<file path="src/rtl/sram_multiplier_system.sv">
// Word store loaded once after reset, then streamed against data_in:
// each compute cycle multiplies data_in by the next stored word (unsigned, full width).
module sram_multiplier_system #(
  parameter int DATA_WIDTH = 16,
  parameter int ADDR_COUNT = 32,
  parameter int ADDR_WIDTH = 5,
  parameter int MULT_WIDTH = 2 * DATA_WIDTH
) (
  input  logic                  clk,
  input  logic                  rst_n,
  input  logic                  pe_ce,
  input  logic                  init_enable,
  input  logic [DATA_WIDTH-1:0] data_in,
  output logic [MULT_WIDTH-1:0] data_out,
  output logic                  init_done,
  output logic                  valid_out
);

  localparam logic [ADDR_WIDTH-1:0] LAST_ADDR = ADDR_WIDTH'(ADDR_COUNT - 1);

  logic [DATA_WIDTH-1:0] mem [ADDR_COUNT];
  logic [ADDR_WIDTH-1:0] wr_addr;
  logic [ADDR_WIDTH-1:0] rd_addr;
  logic                  load_en;
  logic                  compute_en;
  logic [MULT_WIDTH-1:0] product;

  always_comb begin
    load_en    = pe_ce & init_enable & ~init_done;
    compute_en = pe_ce & init_done & ~init_enable;
    product    = MULT_WIDTH'(data_in) * MULT_WIDTH'(mem[rd_addr]);
  end

  // Memory is never cleared; the rst_n gate only keeps reset dominant over a write.
  always_ff @(posedge clk) begin
    if (rst_n && load_en)
      mem[wr_addr] <= data_in;
  end

  always_ff @(posedge clk) begin
    if (!rst_n) begin
      wr_addr   <= '0;
      rd_addr   <= '0;
      init_done <= 1'b0;
      valid_out <= 1'b0;
      data_out  <= '0;
    end else if (pe_ce) begin
      valid_out <= 1'b0;
      if (load_en) begin
        if (wr_addr == LAST_ADDR) begin
          wr_addr   <= '0;
          init_done <= 1'b1;
        end else begin
          wr_addr <= wr_addr + 1'b1;
        end
      end else if (compute_en) begin
        data_out  <= product;
        valid_out <= 1'b1;
        rd_addr   <= (rd_addr == LAST_ADDR) ? '0 : rd_addr + 1'b1;
      end
    end else begin
      valid_out <= 1'b0;
    end
  end

endmodule

</file>
<file path="config.mk">
export PLATFORM = sky130hd
export DESIGN_NAME = sram_multiplier_system
export DESIGN_NICKNAME = d
export VERILOG_FILES = /design/src/rtl/sram_multiplier_system.sv
export SDC_FILE = /design/constraint.sdc
export NUM_CORES = 1
export LEC_CHECK = 0
export CAP_MARGIN = 20
export CORE_MARGIN = 3
export CORE_UTILIZATION = 35
export CTS_CLUSTER_DIAMETER = 50
export DETAILED_ROUTE_END_ITERATION = 7
export SYNTH_ARGS = -nofsm -noshare
export SYNTH_HDL_FRONTEND = slang
export SYNTH_SLANG_ARGS = --single-unit
</file>
<file path="constraint.sdc">
create_clock -name clk -period 12.5 [get_ports clk]
set_input_delay 1.875 -clock clk [delete_from_list [all_inputs] [get_ports clk]]
set_output_delay 1.875 -clock clk [all_outputs]
set_load 0.1 [all_outputs]
</file>
Yosys cells after proc, flatten, opt, wreduce, memory -nomap -nowiden
Memories as Yosys holds them, arrays and structs flattened. A register that Yosys moved wholly into a read port is not among the register bits.
Cells that the tools add are included.
W data, S select, Z words.
- flip-flop bits (word level): 44
- bits in latches: 0
- RAM bits: 512
- memory bits (read-only): 0
- input port bits: 20
- output and inout port bits: 34
- word-level logic and storage cells: 32
- memories: 1
- memory list (memory ; words ; bits a word ; rd ports ; clocked after Yosys merged registers in ; write ports ; line ; text):
    mem ; 32 ; 16 ; 1 ; 1 ; 1 ; 21 ; logic [DATA_WIDTH-1:0] mem [ADDR_COUNT];
- $add $sub $neg: 2
- multiply operators: 1
- div/mod/pow operators: 0
- order comparisons: 0
- eq/ne operators: 2
- shifts and indexed selects: 0
- muxes and demuxes: 7
- bitwise gates (word level): 9
- reduce and logical (&&, ||, !) cells: 5
- operator list (operator ; count):
    $mul A16 B16 Y32 ; 1
    $mux W5 ; 4
    $add A5 B1 Y5 const B ; 2
    $eq A5 B5 Y1 const B ; 2
    $reduce_and A3 Y1 ; 2
    $not A1 Y1 ; 5
    $and A1 B1 Y1 ; 4
    $mux W1 ; 3
    $reduce_or A3 Y1 ; 1
    $reduce_and A2 Y1 ; 1
    $logic_and A1 B1 Y1 ; 1

Longest topological paths before layout
- depth in word-level cells: 6
- depth in mapped cells: 29
- depth with buffers taken out: 26

Least setup slack after synthesis
Ideal clock, no wire load.
- kind: reg-to-reg
- start point: register with a tool-made name
- end point: register data_out[28]
- setup time: 125 ps
- arrival: 7118 ps
- data required time: 12375 ps
- slack: 5258 ps
- cell stages (with the launch flop): 27
- buffers on the path: 3
- clock period less this slack: 7242 ps
- path through: dfxtp_1 clkbuf_1 buf_1 mux4_2 mux4_2 mux2i_2 buf_4 nor2b_1 fa_1 inv_1 fa_1 fa_1 inv_1 fa_1 fa_1 inv_1 fa_1 inv_1 ha_1 nand3_1 or3_1 and2_1 a41oi_2 o221ai_1 o21ai_1 xnor2_1 o21ai_0
- RTL lines (what ; line ; text):
    end signal: assignment ; 57 ; data_out <= product;
    end: declaration ; 14 ; output logic [MULT_WIDTH-1:0] data_out,

==> results.toml <==
[timing]
period_share_pct = 71.56
rsz0062_at_grt = "false"
setup_violations = 0
fin_skew_ns = 0.04262
final.setup.tns_ns = 0
hold_violations = 0
fmax_mhz = 111.8
fin_crit_ns = 8.945
tightest_slew_ns = 1.157
max_slew_margin_pct = 22.55
slew_viol_final = 0

[worst_setup_path]
cp_max_fo = 48
end_kind = "register"
crit_chain = "buf_4, buf_4, mux4_2, mux4_2, mux2i_4, nand2b_1, fa_1, fa_1, inv_1, fa_1, fa_1, fa_1, inv_1, fa_1, inv_1, ha_1, nand3_1, or3_1, and2_1, a41oi_2, o221ai_1, o21ai_1, xnor2_1, o21ai_0"
critPathKind = "reg -> reg"
reg2reg_slack_ns = 3.55
critical_path_arrival_ns = 9.43
critPathSlowestCell = "dfxtp_4"
r2r-end = "data_out[28]$_SDFFE_PN0P_"
r2r_cells = 24
required_ns = 12.98
cp-start-kind = "register"
worst_path_most_repeated_cell = "fa_1"
slowest_delay_ns = 1.00

[routing]
drc = 0
antenna_left = 0
avgViaCountPerCell = 5.125
wl_per_cell_um = 22.21
firstDrtPassIters = 5
drt-initial-drc-count = 1146
dr_total_vias = 16470
wl_mm = 71.38

[layout]
fin_nets = 2361
layout_commonest_cell = "edfxtp_1"
mostFrequentLayoutCells = "edfxtp_1, inv_1, fa_1, nand2_1, mux4_2"
synthToLayoutAreaGrowth_pct = 12.38
n_antenna_cell = 0
fin_util_pct = 40.00
layout-drive-gt1-share_pct = 17.02

[clock_tree]
numCtsBuffers = 54
postCtsSetupRepairBufs = 0
cts.sinks = 561
cts.reportedPaths.clkPinSlew_ns = 0.06
cts_root_buf = "clkbuf_16"
hold_buffers = 0
cts-resized-gates = 0
clockBufferDepth = 3
clkLatencyLatePin_ns = 0.63
cts-htree-levels = 2
cts_tree = "built"

[die]
die_h_um = 298.7
die_area_mm2 = 0.08920
io_pins = 54
core_area_mm2 = 0.08422
initial_core_util_pct = 35.60
row_count = 106
die_w_um = 298.7

[synthesis]
syn_avg_cell_area_um2 = 15.33
synth_top_family_by_area = "adder cells"
ys_seq_area_share_pct = 54.56
syn_area_mm2 = 0.02998
synth_mux_area_share_pct = 12.76
synth-simple-area-share_pct = 7.471
yosys.area_share.adder_pct = 17.59
yosys_warnings = 0
ys_ff_latch = 561
synthesis.nets = 2281
synth_edf_count = 512
synth-xor-area-share_pct = 0.7304
synth_compound_area_share_pct = 2.563
synthArstFlopShare_pct = 0
synth-main-ff-cell = "edfxtp_1"
synthCells = 1956
ys_types = 51

[power_and_ir_drop]
p_per_area_mw_per_mm2 = 168.7
p_leak_nw = 12.01
peakVddDrop_uv = 179.6

[min_path]
hold_path_depth = 2
worstHoldEndpoint = "data_out[11]$_SDFFE_PN0P_"
holdCritPathClass = "reg -> reg"
holdCritStartpoint = "data_out[11]$_SDFFE_PN0P_"

[run]
maxCapViolCount = 0

[grt]
antenna_found_initial = 3
grt_use_total_pct = 16.31
grt_pass1_wl_mm = 110.8
grt_pass1_vias = 17860
grt_max_degree = 60
overflow = 0

[place]
post-dp-hpwl_mm = 44.98
io_buffers = 53
routabilityCongestion = 0.7864

[outcome]
status = "finished, final reports clean"
through the flow:
step                setup WS (ns)  hold WS, ns  total power [mW]  instance area [um^2]  instances
global placement            3.353       0.4566             4.106                 31890       3111
floorplan                   5.258       0.4674             3.622                 29980       1956
CTS                         3.399       0.4723             5.737                 33670       3213
detailed placement          3.439       0.4654             4.117                 31920       3113
global route                2.884       0.4972             6.112                 33690       3214
finish                      3.555       0.4690             5.685                 33690       3214
Yosys cell counts, types with 2 or more instances:
library cell	count	area (um^2)
ha_1	111	1389
or4_1	2	15.01
and2_1	74	462.9
nor2b_1	80	500.5
o31ai_1	3	22.52
nand3_1	19	95.09
buf_2	18	90.09
mux2i_4	3	67.56
fa_1	194	3884
a21o_1	18	135.1
o21ai_0	36	180.2
a31oi_1	5	31.28
o221ai_1	2	17.52
clkbuf_1	46	172.7
mux2_2	10	112.6
a21boi_0	12	90.09
nand2b_1	28	175.2
and3_1	5	31.28
o21a_1	2	15.01
or3_1	2	12.51
nand2_1	171	641.9
dfxtp_1	49	980.9
nor3_1	6	30.03
nand4b_1	3	26.28
a211oi_1	4	30.03
buf_1	9	33.78
buf_6	8	90.09
mux2i_2	3	41.29
nand4_1	3	18.77
xor2_1	11	96.34
buf_4	5	37.54
or2_2	2	12.51
o21bai_1	2	15.01
a21oi_1	31	155.2
inv_1	233	874.6
nor2_1	47	176.4
xnor2_1	14	122.6
edfxtp_1	512	15370
mux4_2	160	3603
nor4b_1	2	17.52
state kept, by name, summed over array words and instances (netlist names), named ones only:
signal     count
mem          512
data_out      32
rd_addr        5
wr_addr        5
init_done      1
valid_out      1
how the worst max path moves through the flow:
| stage | from | end | cells after the start |
|---|---|---|---|
| finish | register | data_out[28]$_SDFFE_PN0P_ | 24 |
| global placement | register | data_out[24]$_SDFFE_PN0P_ | 25 |
| detailed placement | register | data_out[30]$_SDFFE_PN0P_ | 24 |
| global route | register | data_out[28]$_SDFFE_PN0P_ | 25 |
| CTS | register | data_out[24]$_SDFFE_PN0P_ | 24 |
| floorplan | register | data_out[28]$_SDFFE_PN0P_ | 26 |
cell type report:
type / count / area (um^2)
inverter: 233 / 874.6
sequential: 561 / 16370
tap: 1134 / 1419
clock inverter: 34 / 357.8
fill: 7660 / 50530
clock buffer: 66 / 1396
timing repair buffer: 110 / 898.4
multi-input combinational: 1076 / 12380
worst max-delay path, delay by kind of cell (launching register included):
kind	cells	cell delay, ns
fa+ha+maj	7	3.15
mux	3	1.63
buf+inv	5	1.07
simple gates	4	1.01
flops	1	1.00
compound gates	4	0.79
xor+xnor	1	0.13
power by group:
group	internal, mW	leakage (nW)	switching (mW)	total (mW)
clock	0.890	0.841	0.722	1.61
combinational	0.816	6.17	1.21	2.02
sequential	2.05	5.00	0.00104	2.05
per-layer routing:
layer | wire (um) | part of all wire (%) | global-route usage, %
met5 | 27 | 0.038 | 0
met4 | 1705 | 2.4 | 4.062
met3 | 3545 | 5.0 | 2.063
met2 | 36780 | 52 | 28.99
met1 | 29320 | 41 | 21.19
cells by family after synthesis:
family | after synthesis
AO/OA/AOI/OAI | 123
AND/OR/NAND/NOR | 447
multiplexers | 176
buffers and inverters | 319
XOR/XNOR | 25
flip-flops | 561
adder cells (fa/ha/maj) | 305
Power figures use the tool's default switching activity.
